$ cat config.mk
export PLATFORM = sky130hd
export DESIGN_NAME = sp_ram_arbiter
export DESIGN_NICKNAME = d
export VERILOG_FILES = /design/src/rtl/sp_ram_arbiter_pkg.sv /design/src/rtl/sp_ram_arb_rsp_fifo.sv /design/src/rtl/sp_ram_arbiter.sv
export SDC_FILE = /design/constraint.sdc
export NUM_CORES = 1
export LEC_CHECK = 0
export ABC_CLOCK_PERIOD_IN_PS = 4700
export CELL_PAD_IN_SITES_DETAIL_PLACEMENT = 0
export CELL_PAD_IN_SITES_GLOBAL_PLACEMENT = 1
export CORE_AREA = 10 10 206 208
export DETAILED_ROUTE_END_ITERATION = 10
export DIE_AREA = 0 0 216 218
export PLACE_DENSITY_LB_ADDON = 0.1
export SKIP_LAST_GASP = 1
export SLEW_MARGIN = 25
export SYNTH_ARGS = -nofsm -noshare
export SYNTH_HDL_FRONTEND = slang
export SYNTH_SLANG_ARGS = --single-unit
$ cat constraint.sdc
create_clock -name clk -period 4.7 [get_ports clk]
set_input_delay 0.94 -clock clk [delete_from_list [all_inputs] [get_ports clk]]
set_output_delay 0.94 -clock clk [all_outputs]
set_load 0.01 [all_outputs]
$ cat src/rtl/sp_ram_arbiter_pkg.sv
`default_nettype none
// ============================================================================
//  Module   : sp_ram_arbiter_pkg
//  Brief    : Shared constants and helpers for the single-port RAM arbiter.
//  Revision : 1.0 - initial release
// ============================================================================
package sp_ram_arbiter_pkg;

   // Depth of the read-response FIFO. The read credit scheme relies on it.
   localparam int RSP_FIFO_DEPTH = 2;

   // Width of the FIFO occupancy counter (must hold 0..RSP_FIFO_DEPTH).
   localparam int RSP_CNT_WIDTH = $clog2(RSP_FIFO_DEPTH + 1);

   // Requester id width: clog2(num_req), never narrower than one bit.
   function automatic int req_id_width(input int num_req);
      return (num_req > 1) ? $clog2(num_req) : 1;
   endfunction

endpackage
`default_nettype wire

$ cat src/rtl/sp_ram_arb_rsp_fifo.sv
`default_nettype none
// ============================================================================
//  Module   : sp_ram_arb_rsp_fifo
//  Brief    : Two-entry FIFO holding {requester id, read data} responses.
//  Revision : 1.0 - initial release
// ============================================================================
module sp_ram_arb_rsp_fifo
   import sp_ram_arbiter_pkg::*;
#(
   parameter int ID_WIDTH   = 1,
   parameter int DATA_WIDTH = 64
)(
   input  logic                     clk,
   input  logic                     rst_n,
   input  logic                     push,
   input  logic [ID_WIDTH-1:0]      push_id,
   input  logic [DATA_WIDTH-1:0]    push_data,
   input  logic                     pop,
   output logic                     full,
   output logic                     empty,
   output logic [RSP_CNT_WIDTH-1:0] count,
   output logic [ID_WIDTH-1:0]      head_id,
   output logic [DATA_WIDTH-1:0]    head_data
);

   typedef struct packed {
      logic [ID_WIDTH-1:0]   id;
      logic [DATA_WIDTH-1:0] data;
   } entry_t;

   // With two entries the pointers are single bits that wrap naturally.
   entry_t                     mem_q [RSP_FIFO_DEPTH];
   entry_t                     mem_d [RSP_FIFO_DEPTH];
   logic                       rd_ptr_q, rd_ptr_d;
   logic                       wr_ptr_q, wr_ptr_d;
   logic [RSP_CNT_WIDTH-1:0]   count_q, count_d;
   logic                       do_pop;

   assign full      = (count_q == RSP_CNT_WIDTH'(RSP_FIFO_DEPTH));
   assign empty     = (count_q == '0);
   assign count     = count_q;
   assign head_id   = mem_q[rd_ptr_q].id;
   assign head_data = mem_q[rd_ptr_q].data;

   // Next-state: write at the tail on push, advance the head on pop.
   always_comb begin
      mem_d    = mem_q;
      rd_ptr_d = rd_ptr_q;
      wr_ptr_d = wr_ptr_q;
      do_pop   = pop & ~empty;
      if (push) begin
         mem_d[wr_ptr_q] = {push_id, push_data};
         wr_ptr_d        = wr_ptr_q + 1'b1;
      end
      if (do_pop) begin
         rd_ptr_d = rd_ptr_q + 1'b1;
      end
      count_d = count_q + RSP_CNT_WIDTH'(push) - RSP_CNT_WIDTH'(do_pop);
   end

   // State registers; reset empties the FIFO and clears stored entries.
   always_ff @(posedge clk or negedge rst_n) begin
      if (!rst_n) begin
         for (int i = 0; i < RSP_FIFO_DEPTH; i++) begin
            mem_q[i] <= '0;
         end
         rd_ptr_q <= 1'b0;
         wr_ptr_q <= 1'b0;
         count_q  <= '0;
      end else begin
         mem_q    <= mem_d;
         rd_ptr_q <= rd_ptr_d;
         wr_ptr_q <= wr_ptr_d;
         count_q  <= count_d;
      end
   end

   // The parent's read credit must never let a response land on a full FIFO.
   a_no_overflow: assert property (@(posedge clk) disable iff (!rst_n) !(push && full));

endmodule
`default_nettype wire

$ cat src/rtl/sp_ram_arbiter.sv
`default_nettype none
// ============================================================================
//  Module   : sp_ram_arbiter
//  Brief    : Round-robin arbiter sharing one single-port SRAM between
//             NUM_REQ requesters, with in-order read responses routed by id.
//  Revision : 1.0 - initial release
// ============================================================================
module sp_ram_arbiter
   import sp_ram_arbiter_pkg::*;
#(
   parameter int NUM_REQ    = 2,
   parameter int ADDR_WIDTH = 8,
   parameter int DATA_WIDTH = 64
)(
   input  logic                          clk,
   input  logic                          rst_n,
   input  logic [NUM_REQ-1:0]            req_valid,
   output logic [NUM_REQ-1:0]            req_ready,
   input  logic [NUM_REQ-1:0]            req_we,
   input  logic [NUM_REQ*ADDR_WIDTH-1:0] req_addr,
   input  logic [NUM_REQ*DATA_WIDTH-1:0] req_wdata,
   input  logic [NUM_REQ*DATA_WIDTH-1:0] req_mask,
   output logic [NUM_REQ-1:0]            rsp_valid,
   input  logic [NUM_REQ-1:0]            rsp_ready,
   output logic [DATA_WIDTH-1:0]         rsp_data,
   input  logic                          ram_hold,
   output logic                          ram_clk_en,
   output logic                          ram_rdw_en,
   output logic [ADDR_WIDTH-1:0]         ram_addr,
   output logic [DATA_WIDTH-1:0]         ram_data_in,
   output logic [DATA_WIDTH-1:0]         ram_mask,
   input  logic [DATA_WIDTH-1:0]         ram_data_out
);

   localparam int REQ_ID_WIDTH = req_id_width(NUM_REQ);
   localparam int INF_WIDTH    = RSP_CNT_WIDTH + 1;

   logic [REQ_ID_WIDTH-1:0]  rr_ptr_q, rr_ptr_d;
   logic                     rd_pend_q, rd_pend_d;
   logic [REQ_ID_WIDTH-1:0]  rd_id_q, rd_id_d;

   logic                     fifo_full, fifo_empty, fifo_pop;
   logic [RSP_CNT_WIDTH-1:0] fifo_count;
   logic [REQ_ID_WIDTH-1:0]  head_id;
   logic [DATA_WIDTH-1:0]    head_data;

   logic [INF_WIDTH-1:0]     in_flight;
   logic                     rd_credit;
   logic [NUM_REQ-1:0]       eligible;
   logic [REQ_ID_WIDTH:0]    pick;
   logic                     grant_valid;
   logic [REQ_ID_WIDTH-1:0]  grant_id;

   // First eligible index at or after ptr, cyclically; MSB flags a hit.
   function automatic logic [REQ_ID_WIDTH:0] rr_pick(input logic [NUM_REQ-1:0]      elig,
                                                     input logic [REQ_ID_WIDTH-1:0] ptr);
      logic                    found;
      logic [REQ_ID_WIDTH-1:0] idx;
      int                      c;
      found = 1'b0;
      idx   = '0;
      for (int k = 0; k < NUM_REQ; k++) begin
         c = (int'(ptr) + k) % NUM_REQ;
         if (!found && elig[c]) begin
            found = 1'b1;
            idx   = REQ_ID_WIDTH'(c);
         end
      end
      return {found, idx};
   endfunction

   // Read credit: a new read may issue only if its response is sure to fit
   // once it reaches the FIFO, counting a pop happening this cycle.
   always_comb begin
      fifo_pop    = ~fifo_empty & rsp_ready[head_id];
      in_flight   = INF_WIDTH'(rd_pend_q) + INF_WIDTH'(fifo_count) - INF_WIDTH'(fifo_pop);
      rd_credit   = (in_flight < INF_WIDTH'(RSP_FIFO_DEPTH));
      eligible    = req_valid & (req_we | {NUM_REQ{rd_credit}});
      pick        = rr_pick(eligible, rr_ptr_q);
      // rst_n gating keeps ready and RAM strobes low while reset is asserted.
      grant_valid = rst_n & ~ram_hold & pick[REQ_ID_WIDTH];
      grant_id    = pick[REQ_ID_WIDTH-1:0];
   end

   // Grant handshake and RAM drive for the winning requester.
   always_comb begin
      req_ready   = '0;
      ram_clk_en  = 1'b0;
      ram_rdw_en  = 1'b0;
      ram_addr    = '0;
      ram_data_in = '0;
      ram_mask    = '0;
      if (grant_valid) begin
         req_ready[grant_id] = 1'b1;
         ram_clk_en          = 1'b1;
         ram_rdw_en          = req_we[grant_id];
         ram_addr            = req_addr[grant_id*ADDR_WIDTH +: ADDR_WIDTH];
         ram_data_in         = req_wdata[grant_id*DATA_WIDTH +: DATA_WIDTH];
         ram_mask            = req_mask[grant_id*DATA_WIDTH +: DATA_WIDTH];
      end
   end

   // Response routing: only the FIFO head's owner sees valid.
   always_comb begin
      rsp_valid = '0;
      for (int i = 0; i < NUM_REQ; i++) begin
         rsp_valid[i] = ~fifo_empty & (head_id == REQ_ID_WIDTH'(i));
      end
      rsp_data = head_data;
   end

   // Next-state for the round-robin pointer and the one-deep read pipeline.
   always_comb begin
      rr_ptr_d  = rr_ptr_q;
      rd_pend_d = 1'b0;
      rd_id_d   = rd_id_q;
      if (grant_valid) begin
         rr_ptr_d  = REQ_ID_WIDTH'((int'(grant_id) + 1) % NUM_REQ);
         rd_pend_d = ~req_we[grant_id];
         rd_id_d   = grant_id;
      end
   end

   // Arbiter state registers.
   always_ff @(posedge clk or negedge rst_n) begin
      if (!rst_n) begin
         rr_ptr_q  <= '0;
         rd_pend_q <= 1'b0;
         rd_id_q   <= '0;
      end else begin
         rr_ptr_q  <= rr_ptr_d;
         rd_pend_q <= rd_pend_d;
         rd_id_q   <= rd_id_d;
      end
   end

   // RAM read data arrives the cycle after the grant and is queued with its id.
   sp_ram_arb_rsp_fifo #(
      .ID_WIDTH   (REQ_ID_WIDTH),
      .DATA_WIDTH (DATA_WIDTH)
   ) u_rsp_fifo (
      .clk        (clk),
      .rst_n      (rst_n),
      .push       (rd_pend_q),
      .push_id    (rd_id_q),
      .push_data  (ram_data_out),
      .pop        (fifo_pop),
      .full       (fifo_full),
      .empty      (fifo_empty),
      .count      (fifo_count),
      .head_id    (head_id),
      .head_data  (head_data)
   );

endmodule
`default_nettype wire
# Word level (Yosys, flattened, before mapping)
# Index checks and enable logic that the tools add are counted.
# totals
reg_bits	137
elab_cells	78
# op_classes
n_addsub	8
n_lt_le_gt_ge	9
shifts	3
muxes	28
bitwise	15
n_reduce_logical	5
# op_table
operator	count
65-bit 2-to-1 mux	4
128-bit by 8-bit indexed part select with 64-bit output	2
130-bit bitwise mux	1
64-bit 2-to-1 mux	2
65-bit demux with 1-bit select	1
1-bit 2-to-1 mux	17
16-bit by 5-bit indexed part select with 8-bit output	1
8-bit 2-to-1 mux	1
1-bit bitwise AND	6
1-bit by 2-bit < comparator with 1-bit output (second input constant)	3
1-bit adder (second input constant)	4
2-bit >= comparator (second input constant)	2
1-bit inverter	4
1-bit inverter with 2-bit output	2
1-bit by 2-bit adder with 3-bit output	1
1-bit logical AND	3
2-bit by 3-bit < comparator with 1-bit output (second input constant)	1
3-bit by 2-bit < comparator with 1-bit output (second input constant)	1
3-bit by 1-bit subtractor with 3-bit output	1
2-bit by 1-bit adder with 2-bit output	1
2-bit bitwise AND	1
2-bit zero test	1
2-bit by 1-bit < comparator with 1-bit output (second input constant)	1
2-bit 2-to-1 mux	1
6 further kinds	6

# Logic depth before layout (Yosys ltp)
# depth
word_depth	22
mapped_depth	12
depth_no_buf	10

# Modules after synthesis
# A second synthesis with hierarchy kept.
# hier_totals
hier_cells	566
hier_area_um2	7626.1
# by_module_without_submodules
module	n_inst	cells_per_inst	area_each_um2
sp_ram_arb_rsp_fifo	1	363	5814.3
sp_ram_arbiter	1	203	1811.7

# Worst setup path after synthesis
# OpenSTA, ideal clock, no wires.
# synth_path
path_type	input-to-output
from	in rsp_ready[0]
to	out ram_data_in[0]
arrival_time_ns	3.036
t_required_ns	3.760
path_slack_ns	0.724
cell_stages	11
path_buffers	2
cell_sequence	mux2i_1 nor2_1 ha_1 nor2b_1 fa_1 xor2_2 a21o_2 a211oi_2 buf_2 buf_2 a22o_1
# synth_via
elab_chain_cells	15
word_cells_on_any_way	21
classes_between	1 x add/sub; 1 x order compare; 1 x shift; 12 x mux; 4 x bitwise; 2 x reduce/logical
# synth_lines
element	line_no	rtl
start, declared	sp_ram_arbiter.sv:24	input logic [NUM_REQ-1:0] rsp_ready,
1-bit 2-to-1 mux (not written as such) (*) (2 in a row)	sp_ram_arbiter.sv:75	fifo_pop = ~fifo_empty & rsp_ready[head_id];
1-bit bitwise AND (*)	sp_ram_arbiter.sv:75	
3-bit by 1-bit subtractor with 3-bit output (*)	sp_ram_arbiter.sv:76	in_flight = INF_WIDTH'(rd_pend_q) + INF_WIDTH'(fifo_count) - INF_WIDTH'(fifo_pop);
3-bit by 2-bit < comparator with 1-bit output (*)	sp_ram_arbiter.sv:77	rd_credit = (in_flight < INF_WIDTH'(RSP_FIFO_DEPTH));
2-bit bitwise OR (*)	sp_ram_arbiter.sv:78	eligible = req_valid & (req_we | {NUM_REQ{rd_credit}});
2-bit bitwise AND (*)	sp_ram_arbiter.sv:78	
1-bit 2-to-1 mux (not written as such) (2 in a row)	sp_ram_arbiter.sv:64	if (!found && elig[c]) begin
1-bit 2-to-1 mux	sp_ram_arbiter.sv:64	
1-bit zero test	sp_ram_arbiter.sv:64	
1-bit logical AND	sp_ram_arbiter.sv:64	
1-bit 2-to-1 mux	sp_ram_arbiter.sv:64	
128-bit by 8-bit indexed part select with 64-bit output / 1-bit bitwise AND (equally long branches)	sp_ram_arbiter.sv:98, sp_ram_arbiter.sv:81	
64-bit 2-to-1 mux (*)	sp_ram_arbiter.sv:93	if (grant_valid) begin
end, declared	sp_ram_arbiter.sv:30	output logic [DATA_WIDTH-1:0] ram_data_in,
# Every way passes the cells marked *; elsewhere a longest branch is shown, timed or not. The select of a mux whose other input is x is not followed.

# Final worst setup path
# layout_path
from	reg u_rsp_fifo.rd_ptr_q
to	out ram_mask[32]
# layout_via
elab_chain_cells	19
word_cells_on_any_way	25
classes_between	1 x add/sub; 1 x order compare; 1 x shift; 15 x mux; 5 x bitwise; 2 x reduce/logical
# layout_lines
element	line_no	rtl
start, declared	sp_ram_arb_rsp_fifo.sv:34	logic rd_ptr_q, rd_ptr_d;
start signal, assigned	sp_ram_arb_rsp_fifo.sv:72	rd_ptr_q <= rd_ptr_d;
1-bit inverter with 2-bit output (not written as such) (*)	sp_ram_arb_rsp_fifo.sv:42	assign head_id = mem_q[rd_ptr_q].id;
65-bit 2-to-1 mux (*)	--	
65-bit 2-to-1 mux (not written as such) (*)	sp_ram_arb_rsp_fifo.sv:42	
65-bit 2-to-1 mux (*)	--	
1-bit 2-to-1 mux (not written as such) (*) (2 in a row)	sp_ram_arbiter.sv:75	
1-bit bitwise AND (*)	sp_ram_arbiter.sv:75	
3-bit by 1-bit subtractor with 3-bit output (*)	sp_ram_arbiter.sv:76	
3-bit by 2-bit < comparator with 1-bit output (*)	sp_ram_arbiter.sv:77	
2-bit bitwise OR (*)	sp_ram_arbiter.sv:78	
2-bit bitwise AND (*)	sp_ram_arbiter.sv:78	
1-bit 2-to-1 mux (not written as such) (2 in a row)	sp_ram_arbiter.sv:64	
1-bit 2-to-1 mux	sp_ram_arbiter.sv:64	
1-bit zero test	sp_ram_arbiter.sv:64	
1-bit logical AND	sp_ram_arbiter.sv:64	
1-bit 2-to-1 mux	sp_ram_arbiter.sv:64	
128-bit by 8-bit indexed part select with 64-bit output / 1-bit bitwise AND (equally long branches)	sp_ram_arbiter.sv:99, sp_ram_arbiter.sv:81	
64-bit 2-to-1 mux (*)	sp_ram_arbiter.sv:93	
end, declared	sp_ram_arbiter.sv:31	output logic [DATA_WIDTH-1:0] ram_mask,
# Marks and branches as above.

==> flow_metrics.py <==
metrics = {
    "synth": {
        "yosysUniqueCellTypes": 30,
        "synth_top_family_by_area": "multiplexers",
        "synth_xor_area_frac": 0.00687,
        "synth_compound_area_frac": 0.176,
        "ys_ff_latch": 137,
        "async_flop_share": 1.00,
        "synthMuxAreaShare": 0.295,
        "yosysSeqAreaShare": 0.459,
        "syn_area_um2": 7470,
        "synthFlopType": "dfrtp_1",
        "synth-edff-count": 0,
        "ys_warn_count": 0,
        "synthAdderAreaFrac": 0.00771,
        "syn_inst": 564,
        "synth_simple_gate_area_frac": 0.0106,
        "synth_nets": 913,
        "syn_avg_cell_area_um2": 13.2,
    },
    "die": {
        "start_util": 0.195,
        "die_y_um": 218,
        "die_x_um": 216,
        "core_area_um2": 38300,
        "die_area_um2": 47100,
        "rows": 72,
        "pin_count": 551,
    },
    "power_and_ir_drop": {
        "power_frac_clock": 0.179,
        "p_int_mw": 4.84,
        "leakagePower_nw": 6.53,
        "power_frac_seq": 0.277,
        "power.density_nw_per_um2": 482,
        "switchingPower_mw": 2.42,
        "p_sw_frac": 0.333,
        "finalPower_mw": 7.26,
        "irDropWorstVdd_uv": 262,
        "combPwrFrac": 0.543,
    },
    "critical_path": {
        "worstPathMaxFanout": 5,
        "crit_arrival_ns": 4.05,
        "critical_path_class": "register to primary output",
        "r2r_cells": 15,
        "r2r-end": "rd_pend_q",
        "reg2reg_from": "u_rsp_fifo.rd_ptr_q",
        "critPathSlowestCell": "fa_2",
        "cp_cell_sequence": "mux2i_1, buf_4, mux2i_1, buf_4, nor2_4, ha_4, nor2b_2, fa_2, inv_2, buf_6, a21oi_4, a211oi_4, buf_4, buf_6, buf_12, buf_16, buf_6, buf_6, buf_6, a22o_1, buf_4",
        "r2r_slack_ns": 1.52,
        "critPathLaunchType": "register",
        "cp_common_cell": "buf_6",
        "required_ns": 3.76,
        "end_kind": "primary output",
        "slowest_delay_ns": 0.54,
    },
    "timing": {
        "finalSetupViolCount": 134,
        "slew_headroom": 0.330,
        "fin_crit_sh": 1.06,
        "holdWs_ns": 0.499,
        "tightest_slew_ns": 1.01,
        "fin_crit_ns": 4.99,
        "hold_violations": 0,
        "fmax_ghz": 0.201,
        "setup_slack_ns": -0.287,
        "slew_violations": 0,
        "fin_skew_ns": 0.0249,
        "rsz0062_at_grt": "yes",
        "tns_ns": -18.81,
    },
    "cts": {
        "cts_max_path_buffers": 2,
        "insertion_delay_ns": 0.44,
        "clock_sinks": 137,
        "clk_pin_slew_ns": 0.06,
        "cts_tree": "built",
        "clock-root-buffer": "clkbuf_16",
        "cts_made_buffers": 17,
        "cts_htree_levels": 4,
    },
    "layout": {
        "area_growth_pct": 102,
        "final_util": 0.393,
        "layout_commonest_cell": "clkdlybuf4s50_1",
        "final_cell_mix": "clkdlybuf4s50_1 (407), mux2_2 (194), dfrtp_1 (136)",
        "nets": 1542,
        "layout-drive-gt1-share": 0.408,
        "design_area_um2": 15100,
    },
    "route": {
        "dr.first_iter.drc_count": 374,
        "viasPerCell": 4.36,
        "num_vias": 7547,
        "drtPass1Iterations": 4,
        "routed_wl_mm": 47.3,
        "routedWlPerCell_um": 27.3,
        "drc": 0,
        "final_antenna_net_count": 0,
    },
    "placed_design": {
        "hpwl_mm": 37.0,
        "globalplace.congestion": 0.926,
        "portBuffers": 550,
        "postPlaceCellArea_um2": 13800,
    },
    "global_route": {
        "overflow": 0,
        "gr-usage-all-layers": 0.189,
        "grt_max_degree": 139,
        "grt_pass1_wl_mm": 64.1,
        "antenna_found_initial": 24,
        "grt_pass1_vias": 7964,
    },
    "worst_hold_path": {
        "hp-class": "register to register",
        "holdPathEnd": "u_rsp_fifo.mem_q[57]",
        "hp-start": "u_rsp_fifo.mem_q[57]",
        "min_path_cells": 1,
    },
    "status": {
        "status": "finished with violations",
        "violations": "negative setup slack",
    },
    "run": {
        "drv_cap": 0,
    },
}
## metal layers
metal,share of wire,GRT usage
met1,0.38,0.208
met3,0.11,0.101
met2,0.48,0.313
met4,0.021,0.0501
met5,0.0046,0
## per-stage QoR
| step | setup slack, ns | instances |
|---|---|---|
| final | -0.287 | 1731 |
| after global routing | -0.452 | 1728 |
| after CTS | -0.514 | 1717 |
| after detailed placement | -0.624 | 1615 |
| after global placement | -0.608 | 1615 |
| after floorplan | 0.724 | 564 |
## synth_stat cells (all sizes together) (4+ instances only)
library cell / n / area, µm²
inv: 5 / 18.8
nor2b: 4 / 25.0
dfrtp: 137 / 3430
a211oi: 4 / 40.0
clkbuf: 8 / 30.0
buf: 43 / 289
a21oi: 4 / 20.0
mux2: 194 / 2180
a22o: 137 / 1200
nor2: 4 / 15.0
## layout make-up
cell class,count,area [µm²]
fill,3741,23200
timing repair buffer,661,6560
multi-input combinational,371,3820
sequential,137,3430
tap,518,648
clock buffer,18,439
clock inverter,14,125
inverter,5,18.8
antenna,7,17.5
## kinds of logic (layout without fill, tap and decap cells)
kind of cell | count (synthesis) | after routing
AOI/OAI and AO/OA | 152 | 152
xor gates and xnor gates | 5 | 5
adders and majority gates | 4 | 4
buffers and inverters | 56 | 698
DFF | 137 | 137
muxes | 196 | 196
other | 0 | 7
and+or+nand+nor | 14 | 14
## worst max-delay path: cells and delay by family, from the launching register on
family	cells	cell delay [ns]
flops	1	0.48
simple gates	2	0.08
fa+ha+maj	2	0.80
compound gates	3	0.41
buf+inv	12	1.52
mux	2	0.34
## flip-flops by register name, summed over array words and instances, names as in the netlist
register             flops
u_rsp_fifo.mem_q       130
u_rsp_fifo.wr_ptr_q      1
u_rsp_fifo.rd_ptr_q      1
rd_id_q                  1
rd_pend_q                1
u_rsp_fifo.count         2
rr_ptr_q                 1
## power groups by stage
stage / Combinational (mW) / Sequential, mW / Clock, mW
global placement: 3.72 / 2.01 / 0
CTS: 3.97 / 2.01 / 1.36
global route: 4.22 / 2.09 / 1.41
detailed placement: 3.72 / 2.02 / 0
floorplan: 1.79 / 1.94 / 0
finish: 3.94 / 2.01 / 1.30
## worst max path at each step
stage | startpoint | to | slack [ns]
after floorplan | rsp_ready[0] | ram_data_in[0] | 0.72
after detailed placement | rsp_ready[0] | ram_mask[36] | -0.62
final | u_rsp_fifo.rd_ptr_q | ram_mask[32] | -0.29
after CTS | u_rsp_fifo.rd_ptr_q | ram_data_in[36] | -0.51
after global routing | u_rsp_fifo.rd_ptr_q | ram_mask[59] | -0.45
after global placement | rsp_ready[0] | ram_mask[36] | -0.61
## what timing repair did
| action | CTS | global route |
|---|---|---|
| pin swaps | 11 | 25 |
| setup buffers | 60 | 18 |
| hold buffers | 0 | 0 |
| setup endpoints to repair | 139 | 139 |
| cloned | 10 | 2 |
| resized for setup | 588 | 128 |
Note: power is estimated with default switching activity, not from simulation.
